**src/rtl/neural_sim_pkg.sv**
```systemverilog
// Shared definitions for the neural-data sink: sample width, sample type and
// the sink's FSM state encoding.
package neural_sim_pkg;

  localparam int SAMPLE_WIDTH = 12;

  typedef logic signed [SAMPLE_WIDTH-1:0] sample_t;

  typedef enum logic [1:0] {
    ST_IDLE    = 2'd0,
    ST_CAPTURE = 2'd1,
    ST_DRAIN   = 2'd2,
    ST_DONE    = 2'd3
  } sink_state_t;

endpackage

```
**src/rtl/neural_sample_fifo.sv**
```systemverilog
// Synchronous first-word-fall-through FIFO. Occupancy is tracked by an explicit
// level counter, so full/empty never depend on pointer equality.
module neural_sample_fifo #(
  parameter int WIDTH = 12,
  parameter int DEPTH = 64
) (
  input  logic                     clk,
  input  logic                     rst,
  input  logic                     push,
  input  logic [WIDTH-1:0]         wr_data,
  input  logic                     pop_req,
  output logic [WIDTH-1:0]         rd_data,
  output logic                     rd_valid,
  output logic [$clog2(DEPTH):0]   level,
  output logic                     full,
  output logic                     empty,
  output logic                     push_ok
);

  localparam int AW = $clog2(DEPTH);

  logic [WIDTH-1:0] mem [DEPTH];
  logic [AW-1:0]    wr_ptr;
  logic [AW-1:0]    rd_ptr;
  logic             pop;

  assign empty    = (level == '0);
  assign full     = (level == ($clog2(DEPTH)+1)'(DEPTH));
  assign pop      = pop_req && !empty;
  // A full FIFO still accepts a write when the head leaves in the same cycle.
  assign push_ok  = push && (!full || pop);
  assign rd_valid = !empty;
  assign rd_data  = empty ? '0 : mem[rd_ptr];

  always_ff @(posedge clk) begin
    if (push_ok) begin
      mem[wr_ptr] <= wr_data;
    end
  end

  always_ff @(posedge clk) begin
    if (rst) begin
      wr_ptr <= '0;
      rd_ptr <= '0;
      level  <= '0;
    end else begin
      if (push_ok) begin
        wr_ptr <= wr_ptr + 1'b1;
      end
      if (pop) begin
        rd_ptr <= rd_ptr + 1'b1;
      end
      case ({push_ok, pop})
        2'b10:   level <= level + 1'b1;
        2'b01:   level <= level - 1'b1;
        default: level <= level;
      endcase
    end
  end

endmodule

```
**src/rtl/neural_data_sink.sv**
```systemverilog
// Receiving end of the neural-data stream: capture FSM, saturating sample
// counter and sticky overflow flag around a FWFT sample FIFO.
module neural_data_sink
  import neural_sim_pkg::*;
#(
  parameter int DATA_WIDTH = SAMPLE_WIDTH,
  parameter int FIFO_DEPTH = 64,
  parameter int CNT_WIDTH  = 24
) (
  input  logic                          CLK_ADC,
  input  logic                          RST,
  input  logic                          EN,
  input  logic [DATA_WIDTH-1:0]         DATA_IN,
  input  logic                          DATA_VALID,
  input  logic                          DATA_END,
  output logic [DATA_WIDTH-1:0]         RD_DATA,
  output logic                          RD_VALID,
  input  logic                          RD_READY,
  output logic [$clog2(FIFO_DEPTH):0]   FIFO_LEVEL,
  output logic [CNT_WIDTH-1:0]          SAMPLE_CNT,
  output logic                          OVERFLOW,
  output logic                          DONE,
  output sink_state_t                   state_dbg
);

  // Handshake: the consumer pops the head at an edge where RD_VALID && RD_READY;
  // RD_DATA holds its value while RD_VALID && !RD_READY.

  sink_state_t state;
  logic        push;
  logic        fifo_push_ok;
  logic        fifo_full;
  logic        fifo_empty;

  // A sample in the cycle EN falls is not captured; one arriving with DATA_END is.
  assign push      = (state == ST_CAPTURE) && EN && DATA_VALID;
  assign state_dbg = state;

  neural_sample_fifo #(
    .WIDTH (DATA_WIDTH),
    .DEPTH (FIFO_DEPTH)
  ) u_fifo (
    .clk      (CLK_ADC),
    .rst      (RST),
    .push     (push),
    .wr_data  (DATA_IN),
    .pop_req  (RD_READY),
    .rd_data  (RD_DATA),
    .rd_valid (RD_VALID),
    .level    (FIFO_LEVEL),
    .full     (fifo_full),
    .empty    (fifo_empty),
    .push_ok  (fifo_push_ok)
  );

  always_ff @(posedge CLK_ADC) begin
    if (RST) begin
      state      <= ST_IDLE;
      SAMPLE_CNT <= '0;
      OVERFLOW   <= 1'b0;
      DONE       <= 1'b0;
    end else begin
      case (state)
        ST_IDLE: begin
          if (EN) begin
            state      <= ST_CAPTURE;
            SAMPLE_CNT <= '0;
            OVERFLOW   <= 1'b0;
          end
        end
        ST_CAPTURE: begin
          if (push) begin
            if (fifo_push_ok) begin
              if (SAMPLE_CNT != '1) begin
                SAMPLE_CNT <= SAMPLE_CNT + 1'b1;
              end
            end else if (fifo_full) begin
              OVERFLOW <= 1'b1;
            end
          end
          if (!EN || DATA_END) begin
            state <= ST_DRAIN;
          end
        end
        ST_DRAIN: begin
          if (fifo_empty) begin
            state <= ST_DONE;
            DONE  <= 1'b1;
          end
        end
        ST_DONE: begin
          if (!EN) begin
            state <= ST_IDLE;
            DONE  <= 1'b0;
          end
        end
        default: begin
          state <= ST_IDLE;
          DONE  <= 1'b0;
        end
      endcase
    end
  end

endmodule

```
**config.mk**
```make
export PLATFORM = sky130hd
export DESIGN_NAME = neural_data_sink
export DESIGN_NICKNAME = d
export VERILOG_FILES = /design/src/rtl/neural_sim_pkg.sv /design/src/rtl/neural_sample_fifo.sv /design/src/rtl/neural_data_sink.sv
export SDC_FILE = /design/constraint.sdc
export NUM_CORES = 1
export LEC_CHECK = 0
export ABC_AREA = 1
export CAP_MARGIN = 10
export CORE_MARGIN = 3
export CORE_UTILIZATION = 27
export CTS_BUF_LIST = sky130_fd_sc_hd__clkbuf_4 sky130_fd_sc_hd__clkbuf_8
export DETAILED_ROUTE_END_ITERATION = 7
export PLACE_DENSITY = 0.48
export RECOVER_POWER = 50
export SYNTH_ARGS = -nofsm -noshare
export SYNTH_HDL_FRONTEND = slang
export SYNTH_SLANG_ARGS = --single-unit
```
**constraint.sdc**
```tcl
create_clock -name CLK_ADC -period 2.5 [get_ports CLK_ADC]
set_input_delay 0.5 -clock CLK_ADC [delete_from_list [all_inputs] [get_ports CLK_ADC]]
set_output_delay 0.5 -clock CLK_ADC [all_outputs]
set_load 0.1 [all_outputs]
```
# Word level (Yosys, flattened, before mapping)
# Memory sizes are Yosys's and may differ from the RTL's. A register that Yosys moved wholly into a read port is not among the register bits.
# Index checks and enable logic that the tools add are counted.
# Widths: inputs -> output; s select.
# totals
ram_bits	768
input_bits	18
latchBits	0
n_memories	1
ff_bits	47
romBits	0
word_cells	71
output_inout_bits	48
# classes
bitwise_logic	0
eq_ne	16
reduce_logical	18
n_shift	0
div_mod_pow	0
addsub	5
order_cmp	0
mul	0
muxes	24
# mem_list
name	words	width	rd	rd_ports_with_merged_regs	write_ports	line_no	text
u_fifo.mem	64	12	1	1	1	neural_sample_fifo.sv:22	logic [WIDTH-1:0] mem [DEPTH];
# ops
operator	n
$mux 24	4
$pmux 24 s2	1
$add 24x1->24 const B	1
$ne 24x24->1 const B	1
$pmux 7 s2	1
$add 6x1->6 const B	2
$mux 12	1
$mux 6	2
$ne 2x1->1 const B	6
$reduce_and 5->1	2
$mux 1	8
$mux 2	4
$pmux 2 s4	1
$add 7x1->7 const B	1
$eq 7x7->1 const B	1
$logic_not 7->1	1
$sub 7x1->7 const B	1
$eq 2x2->1 const B	3
$ne 2x2->1 const B	3
$reduce_bool 2->1	3
$eq 2x1->1 const B	2
$logic_and 1x1->1	4
$pmux 1 s2	2
$reduce_and 4->1	1
other kinds (4)	7

# Logic depth before layout (Yosys ltp)
# depth
word_depth	8
depth_mapped	16
ltp_nobuf	16

# By module
# Synthesis repeated with hierarchy kept, for this count alone.
# unflattened
hier_cells	3097
area_unflattened_um2	34364.2
# modules_own_cells
mod	cells_per_inst	seq_area_each_um2	area_per_inst_um2	n_inst
neural_sample_fifo	2797	23562.6	32463.6	1
neural_data_sink	300	560.5	1900.6	1

# Least setup slack after synthesis
# Ideal clock, no wire load.
# synth_timing
path_type	reg-to-output
from	register u_fifo.level[1]
to	output RD_DATA[10]
n_path_buf	1
stages_incl_launch_ff	6
arrival_time_ns	3.117
t_required_ns	2.000
slack_ns	-1.117
cell_sequence	dfxtp_1 -> inv_1 -> nand3_2 -> nor3_4 -> clkbuf_1 -> a21oi_1
# synth_via
elab_chain_len	2
# synth_lines
item	line_no	text
start: declaration	neural_sample_fifo.sv:14	output logic [$clog2(DEPTH):0] level,
start signal: assignment	neural_sample_fifo.sv:54	2'b10: level <= level + 1'b1;
start signal: assignment	neural_sample_fifo.sv:55	2'b01: level <= level - 1'b1;
start signal: assignment	neural_sample_fifo.sv:56	default: level <= level;
$logic_not 7->1	neural_sample_fifo.sv:27	assign empty = (level == '0);
$mux 12	neural_sample_fifo.sv:33	assign rd_data = empty ? '0 : mem[rd_ptr];
end: declaration	neural_data_sink.sv:16	output logic [DATA_WIDTH-1:0] RD_DATA,
# No other way between the ends.

==> impl_metrics.env <==
export IMPL_status="finished with violations"
export IMPL_violations="max-capacitance violations, max-slew violations, negative setup slack"
export IMPL_grt_pass1_vias=23500
export IMPL_clkTransAtPathRegs_ns=0.05
export IMPL_final_max_slew_viol_count=605
export IMPL_drtIter0Drc=1925
export IMPL_place_hpwl_um=60800
export IMPL_h_tree_depth=4
export IMPL_min_path_type="reg2reg"
export IMPL_p_seq_frac=0.360
export IMPL_regToRegSetupSlack_ns=-0.34
export IMPL_clkPwrFrac=0.299
export IMPL_cp_max_fo=6
export IMPL_initial_core_util=0.272
export IMPL_cp_end_kind="primary output"
export IMPL_required_ns=2.00
export IMPL_cts_tree="yes"
export IMPL_grt_pass1_wl_um=151000
export IMPL_antenna_found_initial=5
export IMPL_whs_ns=0.483
export IMPL_track_usage=0.153
export IMPL_wirelength_um=105000
export IMPL_fp_dieArea_um2=131000
export IMPL_drc=0
export IMPL_p_per_area_nw_per_um2=967
export IMPL_io_pins=66
export IMPL_area_growth_pct=29.1
export IMPL_ys_seq_area_frac=0.704
export IMPL_setup_violations=86
export IMPL_p_leak_nw=16.1
export IMPL_vias=24300
export IMPL_cts_root_buf="clkbuf_8"
export IMPL_ant_nets=0
export IMPL_drt_pass1_iterations=6
export IMPL_pwr_share_comb=0.341
export IMPL_reg2regPathDepth=13
export IMPL_synthesis_area_um2=34300
export IMPL_synth_distinct_cells=37
export IMPL_multiInputGateArea_um2=9860
export IMPL_die_y_um=362
export IMPL_critPathKind="reg2out"
export IMPL_clock_insertion_delay_worst_skew_ns=0.84
export IMPL_fp_dieW_um=362
export IMPL_grt_overflow=0
export IMPL_critPathMaxStageDelay_ns=0.39
export IMPL_gp_congestion=0.793
export IMPL_clock_fmax_ghz=0.286
export IMPL_finalSetupTns_ns=-16.12
export IMPL_cts_sinks=821
export IMPL_p_int_mw=27.7
export IMPL_nets=3504
export IMPL_p_switching_mw=15.1
export IMPL_slew_headroom=-0.276
export IMPL_wl_per_cell_um=20.0
export IMPL_yosysWarningCount=0
export IMPL_placed_area_um2=39500
export IMPL_via_per_inst=4.64
export IMPL_min_period_ns=3.49
export IMPL_synth_edf_count=768
export IMPL_worst_slack_ns=-0.991
export IMPL_design_area_um2=44200
export IMPL_clock_path_buffers=3
export IMPL_regArea_um2=24200
export IMPL_core_area_um2=126000
export IMPL_synth_seq_cells=821
export IMPL_dp_cells=4918
export IMPL_finalHoldViolations=0
export IMPL_syn_nets=3154
export IMPL_row_count=130
export IMPL_synth_main_ff_cell="edfxtp_1"
export IMPL_syn_avg_cell_area_um2=11.0
export IMPL_grt_setup_unrepaired="yes"
export IMPL_grt_max_degree=65
export IMPL_switching_share=0.352
export IMPL_worstPathArrival_ns=2.99
export IMPL_drive_gt1_frac=0.225
export IMPL_port_buffers=65
export IMPL_cts_inserted_buffers=144
export IMPL_critPathSlowestCell="dfxtp_4"
export IMPL_irDropWorstVdd_mv=0.988
export IMPL_hold_path_depth=2
export IMPL_max_cap_violations=12
export IMPL_tightest_slew_ns=1.91
export IMPL_fillCellCount=12600
export IMPL_finalNonFillerCells=5235
export IMPL_critPathLaunchType="register"
export IMPL_path_cells="inv_12, buf_16, buf_12, clkbuf_16, nand2_1, nand3_1, nand3_1, nand2_2, nand2_1, nand3_2, nand3_2, a21oi_4, buf_12"
export IMPL_fin_skew_ns=0.0435
export IMPL_fin_crit_sh=1.40
export IMPL_syn_inst=3123
export IMPL_async_reset_ff_frac=0
[synth_stat cells, types with 19 or more instances]
cell type  count  area, um^2
a21oi_1       42         210
buf_1         23        86.3
buf_2         71         355
buf_4         27         203
clkbuf_1      57         214
dfxtp_1       53        1060
edfxtp_1     768       23100
inv_1         65         244
nand2_1     1093        4100
nand3_1      680        3400
nor2_1       131         492
o21ai_0       19        95.1
[metal layers]
metal | track usage | part of all wire | up-vias
met1 | 0.214 | 0.47 | 11900
met3 | 0.0282 | 0.051 | 156
met4 | 0.0519 | 0.025 | 0
met5 | 0 | 0 | -
li1 | - | - | 11600
met2 | 0.238 | 0.46 | 631
[what timing repair did]
action	CTS	global route
hold endpoints to repair	1	0
endpoints found under the setup margin	13	23
resized for setup	59	172
hold buffers	1	0
pin swaps	6	55
cloned	5	21
setup buffers	19	14
[cell usage in the layout, fill, tap and decap left out, types with 7 or more instances in the layout]
cell type,n
clkbuf_8,149
buf_4,164
a21oi_1,30
ha_1,11
nor3_1,11
nand3_2,80
buf_6,20
clkbuf_16,18
nand3_4,16
dfxtp_1,42
clkbuf_1,17
edfxtp_1,768
nor2_1,128
clkinv_2,10
clkinv_1,28
dfxtp_4,9
bufinv_16,7
nand4_1,17
nand3_1,586
clkbuf_2,20
buf_12,109
clkbuf_4,53
buf_16,17
buf_2,8
inv_1,62
o21ai_0,19
a21oi_2,16
nand2_2,60
nand2_1,1034
[flip-flops by register name (all words and copies together) (netlist names), named ones only]
name           cells
DONE               1
u_fifo.mem       768
SAMPLE_CNT        24
u_fifo.wr_ptr      6
u_fifo.level       7
OVERFLOW           1
u_fifo.rd_ptr      6
state_dbg          2
[final cells by class]
type,count,area share
flip-flops and latches,821,0.546
inverters,71,0.00653
multi-input cells,2050,0.223
repair buffers,385,0.112
well taps,1650,0.0467
diodes,2,0.000113
clock buffers,201,0.0552
clock inverters,55,0.0111
[worst max-delay path: cells and delay by family (launching register included)]
family | cells | cell delay, ns
flip-flops | 1 | 0.39
AO/OA/AOI/OAI | 1 | 0.25
AND/OR/NAND/NOR | 7 | 0.72
buffers and inverters | 5 | 0.79
[power by group through the flow]
stage,sequential [mW],combinational (mW),clock [mW]
after floorplan,16.3,6.77,0
after global placement,15.7,12.5,0
after detailed placement,15.7,12.5,0
after CTS,15.4,13.5,13.2
after global routing,15.4,15.7,13.8
final,15.4,14.6,12.8
[per-stage QoR]
step                      utilization  power, mW  worst slack (ns)
final                           0.351       42.8            -0.991
after global routing            0.351       44.8             -1.08
after floorplan                     -       23.1            -0.183
after global placement          0.314       28.2            -0.236
after detailed placement        0.314       28.2            -0.245
after CTS                       0.342       42.1             -1.10
[path summary, 6_finish.rpt]
check / startpoint / endpoint
min reg2reg: u_fifo.rd_ptr[2] / register
max: register / RD_DATA[4]
max reg2reg: u_fifo.level[0] / u_fifo.level[4]
min: u_fifo.rd_ptr[2] / register
[cell families (layout without fill, tap and decap cells)]
group,after synthesis,count (layout),share of synthesized area
and+or+nand+nor,1950,1950,0.242
DFF,821,821,0.704
buffers and inverters,252,712,0.0339
AOI/OAI and AO/OA,79,79,0.0129
adders and majority gates,13,13,0.00496
xor gates and xnor gates,8,8,0.00204
other,0,2,0
Note: power is estimated with default switching activity, not from simulation.
